### config.mk
export PLATFORM = sky130hd
export DESIGN_NAME = spike_serializer
export DESIGN_NICKNAME = d
export VERILOG_FILES = /design/src/rtl/spike_serializer.sv
export SDC_FILE = /design/constraint.sdc
export NUM_CORES = 1
export LEC_CHECK = 0
export ABC_AREA = 1
export BUFFER_PORTS_ARGS = -buffer_cell sky130_fd_sc_hd__buf_2
export CAP_MARGIN = 10
export CORE_ASPECT_RATIO = 0.9
export CORE_UTILIZATION = 35
export CTS_BUF_LIST = sky130_fd_sc_hd__clkbuf_16
export DETAILED_ROUTE_END_ITERATION = 12
export PLACE_DENSITY = 0.61
export SKIP_CTS_REPAIR_TIMING = 1
export SLEW_MARGIN = 10
export SYNTH_ARGS = -nofsm -noshare
export SYNTH_HDL_FRONTEND = slang
export SYNTH_SLANG_ARGS = --single-unit
### constraint.sdc
create_clock -name clk -period 1.1 [get_ports clk]
set_input_delay 0.33 -clock clk [delete_from_list [all_inputs] [get_ports clk]]
set_output_delay 0.33 -clock clk [all_outputs]
set_load 0.005 [all_outputs]
### src/rtl/spike_serializer.sv
// spike_serializer
// Captures one parallel hidden-layer spike vector per timestep and replays it
// to the output neuron as one (spike, address) pair per clock, lowest index first.
//
// Ports:
//   clk          rising-edge clock
//   resetn       asynchronous active-low reset
//   spikes_in    parallel spikes for one timestep (bit i = neuron i)
//   spikes_valid capture strobe for spikes_in
//   ovf_clr      synchronous clear of the sticky overrun flag
//   spike_out    registered spike pulse to the output neuron
//   addr_out     registered address of the emitted spike (0 when spike_out=0)
//   busy         high while a captured frame still has unemitted bits
//   frame_done   one-cycle pulse after the last spike of a frame
//   overrun      sticky: a frame was dropped
//
// Optional build macro SPIKE_SERIALIZER_SHADOW_BUF_EN adds a one-deep shadow
// frame buffer so a frame arriving mid-scan is queued instead of dropped.

module spike_serializer #(
  parameter int unsigned N_IN   = 8,
  parameter int unsigned ADDR_W = 3
) (
  input  logic              clk,
  input  logic              resetn,
  input  logic [N_IN-1:0]   spikes_in,
  input  logic              spikes_valid,
  input  logic              ovf_clr,
  output logic              spike_out,
  output logic [ADDR_W-1:0] addr_out,
  output logic              busy,
  output logic              frame_done,
  output logic              overrun
);

  typedef enum logic [1:0] {IDLE, SCAN, DONE} state_t;

  state_t              state_q, state_d;
  logic [N_IN-1:0]     pending_q, pending_d;
  logic [N_IN-1:0]     pending_clr;
  logic [ADDR_W-1:0]   low_idx;
  logic                spike_d, busy_d, done_d, ovf_d;
  logic [ADDR_W-1:0]   addr_d;
`ifdef SPIKE_SERIALIZER_SHADOW_BUF_EN
  logic [N_IN-1:0]     shadow_q, shadow_d;
  logic                shadow_vld_q, shadow_vld_d;
`endif

  // Lowest set bit of the pending vector, and the vector with that bit cleared
  always_comb begin
    low_idx = '0;
    for (int i = int'(N_IN) - 1; i >= 0; i--) begin
      if (pending_q[i]) low_idx = ADDR_W'(i);
    end
  end

  assign pending_clr = pending_q & (pending_q - N_IN'(1));

  // Next-state and registered-output logic
  always_comb begin
    state_d   = state_q;
    pending_d = pending_q;
    spike_d   = 1'b0;
    addr_d    = '0;
    busy_d    = busy;
    done_d    = 1'b0;
    ovf_d     = overrun & ~ovf_clr;
`ifdef SPIKE_SERIALIZER_SHADOW_BUF_EN
    shadow_d     = shadow_q;
    shadow_vld_d = shadow_vld_q;
`endif

    case (state_q)
      IDLE: begin
`ifdef SPIKE_SERIALIZER_SHADOW_BUF_EN
        // A frame queued while finishing the previous one starts first
        if (shadow_vld_q) begin
          pending_d    = shadow_q;
          busy_d       = 1'b1;
          state_d      = (|shadow_q) ? SCAN : DONE;
          shadow_vld_d = 1'b0;
          if (spikes_valid) begin
            shadow_d     = spikes_in;
            shadow_vld_d = 1'b1;
          end
        end else
`endif
        if (spikes_valid) begin
          pending_d = spikes_in;
          busy_d    = 1'b1;
          state_d   = (|spikes_in) ? SCAN : DONE;
        end
      end

      SCAN: begin
        spike_d   = 1'b1;
        addr_d    = low_idx;
        pending_d = pending_clr;
        if (pending_clr == '0) state_d = DONE;
      end

      DONE: begin
        done_d  = 1'b1;
        busy_d  = 1'b0;
        state_d = IDLE;
`ifdef SPIKE_SERIALIZER_SHADOW_BUF_EN
        // Chain straight into the queued frame; busy never drops
        if (shadow_vld_q) begin
          pending_d    = shadow_q;
          busy_d       = 1'b1;
          state_d      = (|shadow_q) ? SCAN : DONE;
          shadow_vld_d = 1'b0;
        end
`endif
      end

      default: state_d = IDLE;
    endcase

    // Frame arriving while a frame is still in flight
    if (spikes_valid && (state_q != IDLE)) begin
`ifdef SPIKE_SERIALIZER_SHADOW_BUF_EN
      // In DONE the shadow is vacated on this edge, so it can always be refilled
      if (!shadow_vld_q || (state_q == DONE)) begin
        shadow_d     = spikes_in;
        shadow_vld_d = 1'b1;
      end else begin
        ovf_d = 1'b1;
      end
`else
      ovf_d = 1'b1;
`endif
    end
  end

  // State and output registers
  always_ff @(posedge clk or negedge resetn) begin
    if (!resetn) begin
      state_q    <= IDLE;
      pending_q  <= '0;
      spike_out  <= 1'b0;
      addr_out   <= '0;
      busy       <= 1'b0;
      frame_done <= 1'b0;
      overrun    <= 1'b0;
    end else begin
      state_q    <= state_d;
      pending_q  <= pending_d;
      spike_out  <= spike_d;
      addr_out   <= addr_d;
      busy       <= busy_d;
      frame_done <= done_d;
      overrun    <= ovf_d;
    end
  end

`ifdef SPIKE_SERIALIZER_SHADOW_BUF_EN
  // Shadow frame buffer
  always_ff @(posedge clk or negedge resetn) begin
    if (!resetn) begin
      shadow_q     <= '0;
      shadow_vld_q <= 1'b0;
    end else begin
      shadow_q     <= shadow_d;
      shadow_vld_q <= shadow_vld_d;
    end
  end
`endif

endmodule
* Yosys cells after proc, flatten, opt, wreduce, memory -nomap -nowiden *
Index checks and enable logic that the tools add are counted.
Widths: inputs -> output; s select.

storage, ports and cells
  register bits after elaboration = 17
  logic and storage cells = 45

cells by class
  equality and inequality tests = 4
  multiplexer cells = 20
  reductions and logical operators = 10
  add/sub/neg operators = 1
  bitwise gates (word level) = 3

operators with widths
  cell                 number
  $mux 3               9
  $pmux 8 s2           1
  $and 8x8->8          1
  $logic_not 8->1      1
  $mux 8               1
  $reduce_or 8->1      1
  $sub 8x1->8 const B  1
  $mux 2               3
  $reduce_and 2->1     3
  $reduce_bool 2->1    3
  $mux 1               4
  $ne 2x2->1 const B   2
  $pmux 2 s2           1
  $eq 2x1->1 const B   1
  $eq 2x2->1 const B   1
  $logic_not 2->1      1
  $pmux 1 s2           1
  $and 1x1->1          1
  $logic_and 1x1->1    1
  $not 1->1            1

* Logic depth before layout (Yosys ltp) *
Gate-level depths: netlist of the first run.

  word-level depth = 9
  gate-level depth with buffers = 8
  depth with buffers taken out = 8

* Worst setup path after synthesis of the first run *
Ideal clock, no wire load.

  path type = register to register
  start point = reg pending_q[1]
  end point = reg state_q[0]
  arrival = 1.016 ns
  setup time = 0.120 ns
  required time = 0.980 ns
  path slack = -0.037 ns
  period minus slack after synthesis = 1.137 ns
  stages on the path, launching flop included = 9
  path buffers = 0
  cell sequence = dfrtp_1 > nor2_4 > nand2_1 > nand2_1 > nand3_1 > nor2_1 > nand2_1 > nand2_1 > nand2_1

on the way
  word-level cells in the longest chain between the ends = 5

ends and longest elaborated chain
  item                                 RTL line  text
  from (decl)                          39        logic [N_IN-1:0] pending_q, pending_d;
  from (signal assigned)               148       pending_q <= pending_d;
  $sub 8x1->8                          57        assign pending_clr = pending_q & (pending_q - N_IN'(1));
  $and 8x8->8 *                        57
  $logic_not 8->1 *                    99        if (pending_clr == '0) state_d = DONE;
  $ne 2x2->1 (no source line) *        --
  $reduce_and 2->1 (no source line) *  --
  to (signal assigned)                 147       state_q <= state_d;
  to (decl)                            38        state_t state_q, state_d;

Mark *: on every way between the ends. The rest lies on a longest branch, timed or not.
A chain may end at the register's enable or synchronous reset.

* Worst setup path in the final report of the first run *
  start point = reg pending_q[0]
  end point = reg state_q[0]

Same word-level chain as after synthesis.

==> results of run 1 <==
sequential cells by signal (all words and copies together) (netlist names):
name        count
frame_done      1
addr_out        3
spike_out       1
overrun         1
busy            1
state_q         2
pending_q       8
layout by cell type (no fill, tap or decap), types with 2 or more instances in the layout:
cell	netlist	final
nand3_1	2	2
o221ai_2	1	3
clkbuf_16	0	3
o21ai_0	7	6
dfrtp_2	0	2
inv_1	9	9
nor2_1	17	13
buf_6	1	5
buf_4	0	22
a21oi_1	8	7
nand2_2	0	6
inv_2	4	2
dfrtp_1	17	15
nand2_1	25	18
buf_2	0	18
o22ai_1	3	2
nor2_2	2	3
nor2_4	2	5
through the flow:
stage	setup TNS, ns	power, uW
floorplan	-0.0503	2280
global placement	-0.877	3300
detailed placement	-0.860	3320
CTS	-1.09	4090
global route	-1.91	4940
finish	-1.21	4610
logic make-up after synthesis:
family / after synthesis / synth area share [%]
DFF: 17 / 48.4
buffers and inverters: 14 / 6.84
AOI/OAI and AO/OA: 23 / 17.2
and+or+nand+nor: 52 / 27.5
cells in the mapped netlist:
master	n
nand4_1	1
nor3_1	1
a21oi_1	8
nor2_2	2
o221ai_2	1
nor2_4	2
o22ai_1	3
dfrtp_1	17
buf_6	1
inv_2	4
nor2_1	17
a32o_1	1
nor2_8	1
o221ai_1	2
inv_1	9
nand3_1	2
nand2_1	25
nand3b_1	1
a311oi_2	1
o21ai_0	7
worst reg2reg max path, stage by stage, from the launching register on:
cell and delay, ns:
dfrtp_1 0.43, nor2_4 0.19, nand2_2 0.08, nor2_2 0.11, nor2_2 0.05, nor2_1 0.11
nand2_1 0.07, nand2_1 0.06, nand2_1 0.06
power breakdown:
part / switching [uW] / internal, uW
Combinational: 1370 / 1360
Clock: 248 / 487
Sequential: 246 / 906
path summary, 6_finish.rpt:
path | endpoint | slack (ns)
worst max-delay path | state_q[0]$_DFFE_PN0P_ | -0.18
worst min-delay path | addr_out[0]$_DFF_PN0_ | -0.0008
worst max register to register | state_q[0]$_DFFE_PN0P_ | -0.18
worst min register to register | busy$_DFFE_PN0P_ | 0.50
max in group asynchronous | pending_q[4]$_DFFE_PN0P_ | 0.80
min in group clk | overrun$_DFF_PN0_ | 0.27
layout make-up:
class,instances,area (sq um)
Clock buffer,3,75.1
Clock inverter,1,5.00
Fill cell,196,863
Inverter,13,58.8
Multi-Input combinational cell,75,467
Sequential cell,17,428
Tap cell,27,33.8
Timing Repair Buffer,46,332
layer usage:
layer	track usage (%)	vias to the layer above
met4	3.85	0
met5	0	-
met2	29.7	23
met1	26.3	418
met3	5.56	4
li1	-	453
==> results.md, run 1 <==
- CTS built an H-tree with a depth of 1.
- The maximum frequency from static timing analysis is about 0.8 GHz.
- Data on the critical path arrives at its endpoint at around 1.4 ns.
- In this run the static leakage power is between 0.0007 and 0.0008 uW.
- The master of the slowest instance on the critical path is dfrtp_1.
- TritonCTS built the clock tree.
- The number of placed instances, taps included, is roughly 180.
- The net total in the final layout is roughly 170.
- After technology mapping, the gate count stands at approximately 110.
- The final worst clock skew is roughly 0.00052 ns.
- The number of hold-slack violations in the final timing report is 8.
- The count of distinct cell types in the synthesized netlist is 20.
- At the pin with the least slew margin, the transition time is between 0.3 and 0.4 ns.
- The sequential area share after synthesis is between 40% and 50%.
- The clock period minus final worst setup slack is around 1.3 ns.
- The share of the synthesized area in the top cell type is between 40 and 50%.
- The final count of pins violating max slew is 0.
- The first-pass GRT wire length is between 3000 and 4000 microns.
- In this run the worst setup path begins at pending_q[0]$_DFFE_PN0P_.
- Relative to the synthesized area, the layout overhead comes to 59.3%.
- Entering global routing, the biggest net connects 18 pins.
- The congestion estimate from routability-driven global placement came to ~0.90.
- The highest metal layer with signal wires is met4.
- The count of buffers added on input and output ports is 18.
- The number of detailed-routing iterations run before antenna repair is 6.
- The detailed placement HPWL is around 1600 microns.
- The number of vias per cell after detailed routing is about 4.9.
- The max-slew headroom at the worst pin is about three quarters.
- The insertion delay of the later-clocked pin in the worst-skew pair is roughly 0.25 ns.
- After synthesis the cells add up to approximately 900 sq um.
- The checks that failed: hold timing, setup timing.
- Prior to clock tree synthesis, the placed netlist has a worst setup slack of -0.126 ns.
- The synthesis-stage register bit count is 17.
- Traced cell by cell, the critical path runs through nor2_4 > nand2_2 > nor2_2 > nor2_2 > nor2_1 > nand2_1 > nand2_1 > nand2_1.
- Dividing the detail-routed wire length by the instance count gives 13.2 microns.
- Summing all non-filler instances in the final layout gives an area of around 1400 sq um.
- Setup repair after global routing could not meet its margin everywhere.
- The number of ports placed on the die boundary is 19.
- The core region is ~2300 sq um.
- The die boundary height is around 50 microns.
- dfrtp_1 takes more of the synthesized area than any other cell.
- In the post-synthesis netlist, the biggest area contributors are dfrtp_1, nand2_1, nor2_1, a21oi_1, o21ai_0.
- Power spread over the standard cell area amounts to approximately 3300 nW/um^2.
- The remaining design rule violation count is 0.
- The count of synthesis-stage warnings from yosys is 0.
- The critical path is of the reg2reg type.
- The diode insertion count for antenna repair is 0.
- The largest fanout on the critical path is 6.
- The amount of wire on met2 after detailed routing is between 1000 and 1500 microns.
- After floorplanning, the core was divided into 16 placement rows.
- The met3 routed wirelength is 99 microns.
- Across the run, the number of max-cap violations was 0.
- Once placement finished, the instance area stood at ~1200 sq um.
- Measured along the x axis, the die boundary spans ~55 microns.
- The worst min-delay path category is in2async.
- For this configuration, the core starts out at a cell density of between 30% and 40%.
- The antenna violation net count after detailed routing is 0.
- In this design, the stage delay of the slowest critical-path cell is approximately 0.43 ns.
- STA classifies the critical path startpoint as a flop.
- Summing over every cut layer, the via total after detailed routing is approximately 900.
- The via count of the first global-routing pass was 851.
- The worst setup path is captured at a flop.
- VDD sags by at most between 1.5 and 2 mV.
- The number of buffers created by CTS is 3.
- Cells fill between 60 and 70% of the core in the end.
- The met1 layer wirelength in the final routing is 1130 microns.
- The run finished, with violations left.
- The final critical path takes up 116% of the cycle.
- The critical path's top delay family is simple AND/OR/NAND/NOR gates.
- The depth of the worst register-to-register path is 8.
- The worst register-to-register path begins at pending_q[0]$_DFFE_PN0P_.
- The synthesized area per cell is about 8.3 sq um.
- In this run the number of cells on the critical path is 8.
- The critical path's most frequent cell is nand2_1.
- The count of final setup violators is 13.
- Final hold analysis gives a worst-case slack of -0.000767 ns.
- When the netlist entered floorplanning its net count stood at around 120.
- The final layout contains routed wiring with a total length of roughly 2400 microns.
- The floorplan step defined a die boundary enclosing 2710 sq um.
- Clock-pin slew was measured on the worst setup and hold paths at 0.05 ns.
- The count of clock tree sinks is 17.
- Leaving out filler cells and counting taps, the final layout contains ~180.
- The ratio of cells with drive above 1 in the final layout is between 50% and 60%.
- The number of antenna violations at the first check in global routing was 0.
- The maximum count of clock buffers along a single path is 2.
- The critical path contains buffers and inverters numbering 0 combined.
- The global route total overflow is 0.
- Data on the critical path is required at its endpoint by about 1.2 ns.
- Global routing used approximately 19% of the available tracks.
- The detailed router finished its first iteration with 37 violations.
- The final setup slack of the worst path is -0.179 ns.
- CTS placed an instance of clkbuf_16 at the clock tree root.
No activity file was read; power rests on OpenSTA's default activity.
==> run 2: changes to the inputs <==
--- a/config.mk
+++ b/config.mk
@@ -13,4 +13,5 @@
 export CTS_BUF_LIST = sky130_fd_sc_hd__clkbuf_16
 export DETAILED_ROUTE_END_ITERATION = 12
+export MAX_ROUTING_LAYER = met4
 export PLACE_DENSITY = 0.61
 export SKIP_CTS_REPAIR_TIMING = 1
==> constraint.sdc (replaced) <==
create_clock -name clk -period 1.1 [get_ports clk]
set_input_delay 0.33 -clock clk [delete_from_list [all_inputs] [get_ports clk]]
set_output_delay 0.33 -clock clk [all_outputs]
set_load 0.1 [all_outputs]
==> run 2 against run 1 <==
  * Sequential power up 6%
  * Critical path depth unchanged
  * The run still ends with hold timing, setup timing left
  * Total power up 16%
  * Via count down 2.0%
  * Count of clock-buffer cells in the layout unchanged
  * Critical endpoint unchanged
  * Non-clock buffer count down 2
  * Global-route usage up 0.77 points
  * Routed wire length down 4.9%
==> results.md, run 2 (synthesis gave the netlist of run 1 again) <==
- The flow ran to the end, but the final reports show violations.
- The checks that failed: hold timing, setup timing.
- The final worst clock skew is 0.00484 ns (+0.00432 ns).
- The signal on the critical path passes through nor2_4 > nor2_1 > nor2_1 > nand3_1 > nor2_1 > nand2_1 > nand2_1 > nand2_1.
- The library cells used most frequently in the layout, excluding fill and tap cells, are buf_4, nand2_1, nor2_1.
- The type of the setup path with the least slack is reg2reg.
- The met3 layer usage reported by global route is 5.56% (unchanged).
- The number of ports placed on the die boundary is 19 (unchanged).
- The cell count along the critical path is 8 (unchanged).
- The area growth from synthesis to layout is 65.8%.
- The count of final setup violators is 20 (+7).
- The number of hold-slack violations in the final timing report is 8 (unchanged).
- The worst slack at placement was -0.156 ns (-0.0303 ns).
- The register area is 438 sq um (+2.3%).
- The endpoint arrival time on the critical path is 1.41 ns (about the same).
- The die boundary height was 49.5 microns (unchanged).
- The worst hold path belongs to the class in2async.
- The via count is 880 (-2.0%).
- The maximum cell stage delay along the critical path was 0.44 ns (about the same).
- The share of the cycle needed by the critical path after routing was 117% (+0.30 points).
- The maximum frequency from static timing analysis was 0.780 GHz (-0.26%).
- The root buffer selected by CTS is clkbuf_16.
- The insertion delay of the later-clocked pin in the worst-skew pair is 0.25 ns (about the same).
- The setup TNS was -1.42 ns (-0.214 ns).
- The routed length per placed instance is 12.7 microns (-3.8%).
- The remaining design rule violation count came to 0 (unchanged).
- The final core area utilization is 64.4% (+2.5 points).
- The max-slew headroom at the worst pin is 73.5% (-0.39 points).
- The final count of pins violating max slew came to 0 (unchanged).
- The count of clock tree sinks came to 17 (unchanged).
- The largest individual stage delay along the critical path comes from the cell dfrtp_2.
- The initial detailed-routing violation count is 23 (-38%).
- The leading cell type in the layout, fill and taps excluded is buf_4.
- The number of buffers inserted by port buffering is 18 (unchanged).
- The leakage dissipation is 0.000701 uW (-0.31%).
- The combined buffer and inverter count along the critical path is 0 (unchanged).
- The number of detailed-routing iterations run before antenna repair came to 4 (-2).
- In the final layout, the registers with the most flip-flops are pending_q x8, addr_out x3, state_q x2.
- The largest fanout on the critical path is 6 (unchanged).
- The total cell area at the placement stage is 1290 sq um (+7.6%).
- The final cell area excluding filler cells came to 1460 sq um (+4.1%).
- The detailed placement HPWL was 1710 microns (+4.0%).
- The number of maximum-capacitance constraint violations came to 0 (unchanged).
- More flip-flops sit in one register than any other, and that register is pending_q.
- The global route total overflow is 0 (unchanged).
- The maximum count of clock buffers along a single path is 2 (unchanged).
- The CTS clock-pin slew for the worst setup and hold paths is 0.06 ns (about the same).
- The fraction of met2 tracks used by global routing is 30.5% (+0.80 points).
- The first-pass GRT wire length came to 3750 microns (+0.72%).
- The clock tree from TritonCTS is done.
- The number of antenna violations at the first check in global routing came to 0 (unchanged).
- The die width is 54.8 microns (unchanged).
- The power density over the cells came to 3680 nW/um^2 (+12%).
- The standard-cell row count was 16 (unchanged).
- The transition time at the pin with the least slew margin is 0.397 ns (+0.00588 ns).
- The worst slack on hold paths was -0.00360 ns (-0.00283 ns).
- The peak ir drop on the vdd network is 2.46 mV (+26%).
- The global routing usage summed across all routing layers was 20.0% (+0.77 points).
- The number of H-tree levels is 1 (unchanged).
- The net total in the final layout is 166 (-1.2%).
- The number of flip-flops under the largest register name is 8 (unchanged).
- The area of combinational cells with multiple inputs came to 435 sq um (-6.7%).
- The total of fill cells in the finished design is 190 (-3.1%).
- The via count of the first global-routing pass is 854 (+0.35%).
- The antenna violation net count after detailed routing is 0 (unchanged).
- The number of vias per cell after detailed routing is 4.89 (-0.92%).
- The depth of the worst register-to-register path is 8 (unchanged).
- The final setup slack of the worst path was -0.182 ns (-0.00327 ns).
- The layer flagged by global routing as most heavily used is met2.
- The routed wire length is 2290 microns (-4.9%).
- The area of the core is 2260 sq um (unchanged).
- On the critical path the largest part of the delay comes from simple AND/OR/NAND/NOR gates.
- The met1 capacity usage during global routing is 25.1% (-1.2 points).
- The area of the die came to 2710 sq um (unchanged).
- The worst setup path is captured at a flop.
- The element type at the critical path start is a flop.
- The required time of the worst setup path is 1.23 ns (about the same).
- The ratio of cells with drive above 1 in the final layout is 51.0% (about the same).
- The number of buffers created by CTS is 3 (unchanged).
- The diode insertion count for antenna repair is 0 (unchanged).
- The largest net degree at the start of global routing is 18 (unchanged).
- The routability congestion estimate from global placement is 0.894 (-0.27%).
- The initial core utilization is 38.8% (unchanged).
- Setup repair after global routing could not meet its margin everywhere.
- The clock period minus final worst setup slack is 1.28 ns (+0.00327 ns).
## run 2: changes by cell type in the layout (fill, tap and decap cells not counted), moves of 2 or more
cell      change
o221ai_1      +2
buf_2         -7
nand2_2       -2
nand2_1       +3
o221ai_2      -2
buf_12        +7
dfrtp_1       -8
dfrtp_2       +8
buf_6         -3
## run 2: per-layer routing
layer	wire, microns	part of all wire, %
met5	0	0
met4	30	1.3
met3	150	6.6
met2	1070	47
met1	1040	45
## run 2: layout make-up
cell class,instances,share of cell area (%)
multi-input combinational,75,29.9
clock inverter,1,0.344
inverter,13,4.04
timing repair buffer,44,28.2
sequential,17,30.1
tap,27,2.32
clock buffer,3,5.15
## run 2: final timing paths
check | start | endpoint | slack (ns)
setup / recovery | pending_q[0]$_DFFE_PN0P_ | state_q[0]$_DFFE_PN0P_ | -0.18
hold / removal | resetn | spike_out$_DFF_PN0_ | -0.004
setup reg to reg | pending_q[0]$_DFFE_PN0P_ | state_q[0]$_DFFE_PN0P_ | -0.18
hold reg to reg | pending_q[0]$_DFFE_PN0P_ | addr_out[0]$_DFF_PN0_ | 0.51
max in group asynchronous | resetn | busy$_DFFE_PN0P_ | 0.79
min in group clk | ovf_clr | overrun$_DFF_PN0_ | 0.27
## run 2: power breakdown
group	switching [uW]	leakage, uW	internal [uW]
Clock	259	0.0000409	487
Sequential	289	0.000198	928
Combinational	1910	0.000463	1490
Total	2460	0.000701	2900
## run 2: through the flow
stage,total power [uW],cells
2_1_floorplan,2950,106
3_3_place_gp,4240,173
3_5_place_dp,4280,173
4_1_cts,5050,177
5_1_grt,5690,180
6_report,5360,180
